## src/rtl/apple_spawn_ctrl.sv

```systemverilog
// Apple placement sequencer: draws LFSR cells, checks them against snake occupancy,
// and commits the accepted cell as pixel coordinates only at a frame boundary.
module apple_spawn_ctrl #(
  parameter int BIT       = 10,
  parameter int SIZE      = 20,
  parameter int GRID_W    = 32,
  parameter int GRID_H    = 24,
  parameter int CELL_BITS = 5,
  parameter int MAX_TRIES = 15,
  parameter int INIT_CX   = 24,
  parameter int INIT_CY   = 12
) (
  input  logic                 clk,
  input  logic                 rst_n,
  input  logic                 game_restart,
  input  logic                 eaten,
  input  logic                 frame_start,
  output logic                 occ_req,
  output logic [CELL_BITS-1:0] occ_cx,
  output logic [CELL_BITS-1:0] occ_cy,
  input  logic                 occ_ack,
  input  logic                 occ_hit,
  output logic [BIT-1:0]       apple_x_start,
  output logic [BIT-1:0]       apple_y_start,
  output logic                 apple_valid,
  output logic                 busy,
  output logic                 spawn_fail
);
  localparam int TW = $clog2(MAX_TRIES + 1);
  localparam logic [CELL_BITS:0] GW     = (CELL_BITS+1)'(GRID_W);
  localparam logic [CELL_BITS:0] GH     = (CELL_BITS+1)'(GRID_H);
  localparam logic [BIT-1:0]     INIT_X = BIT'(INIT_CX * SIZE);
  localparam logic [BIT-1:0]     INIT_Y = BIT'(INIT_CY * SIZE);
  localparam logic [15:0]        SEED   = 16'hACE1;

  typedef enum logic [2:0] {IDLE, GEN, QUERY, BACKOFF, PENDING} state_t;
  typedef struct packed {
    logic [CELL_BITS-1:0] cx;
    logic [CELL_BITS-1:0] cy;
  } cell_t;

  state_t        state;
  logic [15:0]   lfsr;
  logic [TW-1:0] tries;
  cell_t         cand, cand_nxt;

  // Grid dims exceed half the index range, so one conditional subtract folds any index in.
  function automatic logic [CELL_BITS-1:0] wrap(input logic [CELL_BITS-1:0] r,
                                                input logic [CELL_BITS:0]   lim);
    logic [CELL_BITS:0] r1;
    r1 = {1'b0, r};
    return (r1 >= lim) ? CELL_BITS'(r1 - lim) : r;
  endfunction

  function automatic logic [BIT-1:0] px(input logic [CELL_BITS-1:0] c);
    return BIT'(int'(c) * SIZE);
  endfunction

  always_comb begin
    cand_nxt    = '0;
    cand_nxt.cx = wrap(lfsr[CELL_BITS-1:0], GW);
    cand_nxt.cy = wrap(lfsr[CELL_BITS+7:8], GH);
  end

  assign occ_cx = cand.cx;
  assign occ_cy = cand.cy;
  assign busy   = (state != IDLE);

  // Free-running; restart deliberately keeps the sequence going so respawns differ.
  always_ff @(posedge clk or negedge rst_n)
    if (!rst_n) lfsr <= SEED;
    else        lfsr <= {lfsr[14:0], lfsr[15] ^ lfsr[13] ^ lfsr[12] ^ lfsr[10]};

  always_ff @(posedge clk or negedge rst_n) begin
    if (!rst_n) begin
      state         <= IDLE;
      cand          <= '0;
      tries         <= '0;
      occ_req       <= 1'b0;
      spawn_fail    <= 1'b0;
      apple_valid   <= 1'b1;
      apple_x_start <= INIT_X;
      apple_y_start <= INIT_Y;
    end else begin
      spawn_fail <= 1'b0;
      if (game_restart) begin
        state         <= IDLE;
        tries         <= '0;
        occ_req       <= 1'b0;
        apple_valid   <= 1'b1;
        apple_x_start <= INIT_X;
        apple_y_start <= INIT_Y;
      end else begin
        case (state)
          IDLE: if (eaten) begin
            apple_valid <= 1'b0;
            tries       <= '0;
            state       <= GEN;
          end
          GEN: begin
            cand    <= cand_nxt;
            tries   <= tries + TW'(1);
            occ_req <= 1'b1;
            state   <= QUERY;
          end
          QUERY: if (occ_ack) begin
            occ_req <= 1'b0;
            if (!occ_hit)                      state <= PENDING;
            else if (tries == TW'(MAX_TRIES)) begin
              spawn_fail <= 1'b1;
              state      <= BACKOFF;
            end else                           state <= GEN;
          end
          BACKOFF: if (frame_start) begin
            tries <= '0;
            state <= GEN;
          end
          // Commit only on vblank so the drawer never shows a half-moved apple.
          PENDING: if (frame_start) begin
            apple_x_start <= px(cand.cx);
            apple_y_start <= px(cand.cy);
            apple_valid   <= 1'b1;
            state         <= IDLE;
          end
          default: state <= IDLE;
        endcase
      end
    end
  end
endmodule

```

## config.mk

```make
export PLATFORM = sky130hd
export DESIGN_NAME = apple_spawn_ctrl
export DESIGN_NICKNAME = d
export VERILOG_FILES = /design/src/rtl/apple_spawn_ctrl.sv
export SDC_FILE = /design/constraint.sdc
export NUM_CORES = 1
export LEC_CHECK = 0
export CAP_MARGIN = 20
export CORE_MARGIN = 1
export CORE_UTILIZATION = 48
export CTS_BUF_LIST = sky130_fd_sc_hd__clkbuf_8
export DETAILED_ROUTE_END_ITERATION = 10
export PLACE_DENSITY = 0.73
export SLEW_MARGIN = 20
export SYNTH_ARGS = -nofsm -noshare
export SYNTH_HDL_FRONTEND = slang
export SYNTH_SLANG_ARGS = --single-unit
```

## constraint.sdc

```tcl
create_clock -name clk -period 2.6 [get_ports clk]
set_clock_uncertainty 0.1 [all_clocks]
set_input_delay 0.26 -clock clk [delete_from_list [all_inputs] [get_ports clk]]
set_output_delay 0.26 -clock clk [all_outputs]
set_load 0.05 [all_outputs]
```

==> flow_summary.ini <==
[die]
std_cell_rows = 25
start_util_pct = 50.7
ios = 41
fp.coreArea_mm2 = 0.00479
die-area_mm2 = 0.00535
die_w_um = 73.1
fp.dieH_um = 73.1

[power_and_ir_drop]
leakagePower_uw = 0.00126
ir_worst_vdd_v = 0.000362
powerDensity_mw_per_mm2 = 519

[cts]
clk-insertion-delay-late_ps = 300
clockBufferDepth = 2
path_clk_slew_ps = 90
cts_max_level = 2
cts_sinks = 52
cts_tree = yes
root_buffer = clkbuf_8
cts_setup_buffers = 0
cts_made_buffers = 5

[status]
outcome = finished, final reports clean

[detailed_routing]
vias_per_cell = 5.34
detail_route.wl_per_cell_um = 14.6
via_count = 1678
ant_nets = 0
drtPass1Iterations = 4
postRouteWirelength_mm = 4.59
drtIter0Drc = 107
drc = 0

[global_route]
grt_max_degree = 53
grt_antenna_before_repair = 0
gr-usage-all-layers_pct = 19.2
grt_pass1_wl_mm = 7.78
globalRouteOverflowTotal = 0
grt_pass1_vias = 1608

[critical_path]
cp_max_fo = 14
max_stage_delay_ps = 790
critical_path_required_ps = 2240
critPathLaunchType = flop
crit_type = reg -> out
arrival_ps = 1950
critPathCaptureType = primary output
worst-path-buf-inv = 2
crit_family = buffers and inverters
crit_slowest_cell = clkdlybuf4s50_1
cp_cell_sequence = inv_1 > nand2_1 > clkdlybuf4s50_1

[sta]
finalCritPeriodShare_pct = 88.7
worst_pin_slew_ps = 636
drv_slew = 0
setup_ws_ps = 294
rsz0062_at_grt = false
relSlewSlack_pct = 57.6
finalSetupTns_ps = 0
period_minus_slack_ps = 2310
max_clock_freq_mhz = 434
hold_viol = 0
final-setup-viol-count = 0

[min_path]
hold_path_class = reg -> reg

[synthesis]
synth.distinct_cells = 46
synthTopCellsByArea = dfrtp_1, dfstp_2, ha_1
syn-cell-area_mm2 = 0.00243
avgSynthCellArea_um2 = 11.7
synthArstFlopShare_pct = 100
yosysTopAreaCellShare_pct = 36.1
synthCells = 208
synth_flop_cell = dfrtp_1
synth_seq_cells = 52
yosysWarningCount = 0
synth_edf_count = 0
ys_seq_area_share_pct = 54.5
synth_top_area_cell = dfrtp_1

[finish]
area_growth_pct = 21.4
drive_gt1_share_pct = 17.4
fin_nets = 268
diodes = 0

[placed_design]
gp_congestion = 0.809
dp_slack_ps = 623
port_buffers = 36
place_hpwl_mm = 2.96

[flow_run]
cap_viol_max_count = 0
[layout make-up]
class	count	area (µm²)
timing repair buffer	42	403
tap	67	83.8
sequential	52	1320
fill	387	1840
clock inverter	3	42.5
multi-input combinational	134	987
clock buffer	5	68.8
inverter	11	41.3
[stage by stage]
stage | hold slack [ps] | utilization [%] | instance area [µm²] | power [µW] | cells
2_1_floorplan | -136 | - | 2440 | 952 | 211
6_report | 260 | 61.6 | 2950 | 1530 | 314
5_1_grt | 262 | 61.6 | 2950 | 1590 | 314
4_1_cts | 261 | 61.6 | 2950 | 1550 | 314
3_5_place_dp | 239 | 59.1 | 2830 | 1000 | 305
3_3_place_gp | 234 | 59.1 | 2830 | 1000 | 305
[registers in the layout, indices dropped and copies added (netlist names)]
| name | count |
|---|---|
| spawn_fail | 1 |
| tries | 4 |
| occ_req | 1 |
| lfsr | 16 |
| apple_x_start | 8 |
| state | 3 |
| occ_cx | 5 |
| occ_cy | 5 |
| apple_valid | 1 |
| apple_y_start | 8 |
[layout by cell type (no fill, tap or decap), types with 3 or more instances in the layout]
cell             count
a211o_1              5
a21oi_1             12
buf_4                5
clkbuf_8             5
clkdlybuf4s50_1     35
conb_1               4
dfrtp_1             35
dfstp_2             17
ha_1                13
inv_1               11
mux2_2               8
nand2_1             23
nand3_1              5
nand3b_1             7
nand4_1              3
nor2_1               5
nor2b_1              6
nor3_1               3
o21ai_0              5
or2b_1               3
[synth_stat cells, drive strengths merged, types with 2 or more instances]
cell    count
nand3b      7
buf        11
o21ai       5
nor2b       6
nand2b      2
mux2i       2
a31oi       2
nor3        3
nand2      23
inv        11
o211ai      2
nor2        5
nand4       3
a211o       5
xnor2       2
ha         13
mux2        8
dfrtp      35
nor3b       2
fa          2
dfstp      17
or2b        3
clkbuf      3
nand3       5
a21oi      12
[worst reg2reg max path, cell delays in order (launching register included)]
cell     delay, ps
dfrtp_1        430
ha_1           300
ha_1           180
inv_1           60
fa_1           370
nor2b_1        160
nor3_1          70
a211o_1        270
[per-layer routing]
metal / part of all wire [%] / vias to the layer above / GRT usage (%)
li1: - / 795 / -
met1: 50 / 840 / 27.4
met2: 46 / 35 / 29.0
met5: 0 / - / 0
met3: 3.3 / 8 / 3.87
met4: 1.4 / 0 / 7.41
[report_power, final]
group	switching [µW]	internal, µW	total (µW)	leakage, µW
Combinational	98.8	54.3	153	0.000539
Clock	260	285	545	0.0000541
Sequential	13.1	821	834	0.000664
[path summary, 6_finish.rpt]
kind,from,to,slack [ps],depth (start not counted)
max,state[2],busy,290,3
min,lfsr[14],lfsr[15],260,0
max reg2reg,occ_cx[1],apple_x_start[7],610,7
min reg2reg,lfsr[14],lfsr[15],260,0
max in group asynchronous,rst_n,occ_cy[0],1470,3
min in group asynchronous,rst_n,spawn_fail,500,3
[what timing repair did]
action | 4_1_cts | 5_1_grt
gates resized for setup | 0 | 0
hold buffers | 1 | 0
endpoints found under the hold margin | 35 | 0
endpoints found under the setup margin | 0 | 0
[cell families (layout without fill, tap and decap cells)]
kind of cell | after synthesis | after routing | share of synthesized area [%]
simple gates | 65 | 65 | 15.4
flops | 52 | 52 | 54.5
compound gates | 37 | 37 | 10.7
buf+inv | 25 | 61 | 5.36
fa+ha+maj | 15 | 15 | 8.35
mux | 10 | 10 | 4.53
xor+xnor | 3 | 3 | 1.08
other cells | 1 | 4 | 0.154
Note: power is estimated with default switching activity, not from simulation.
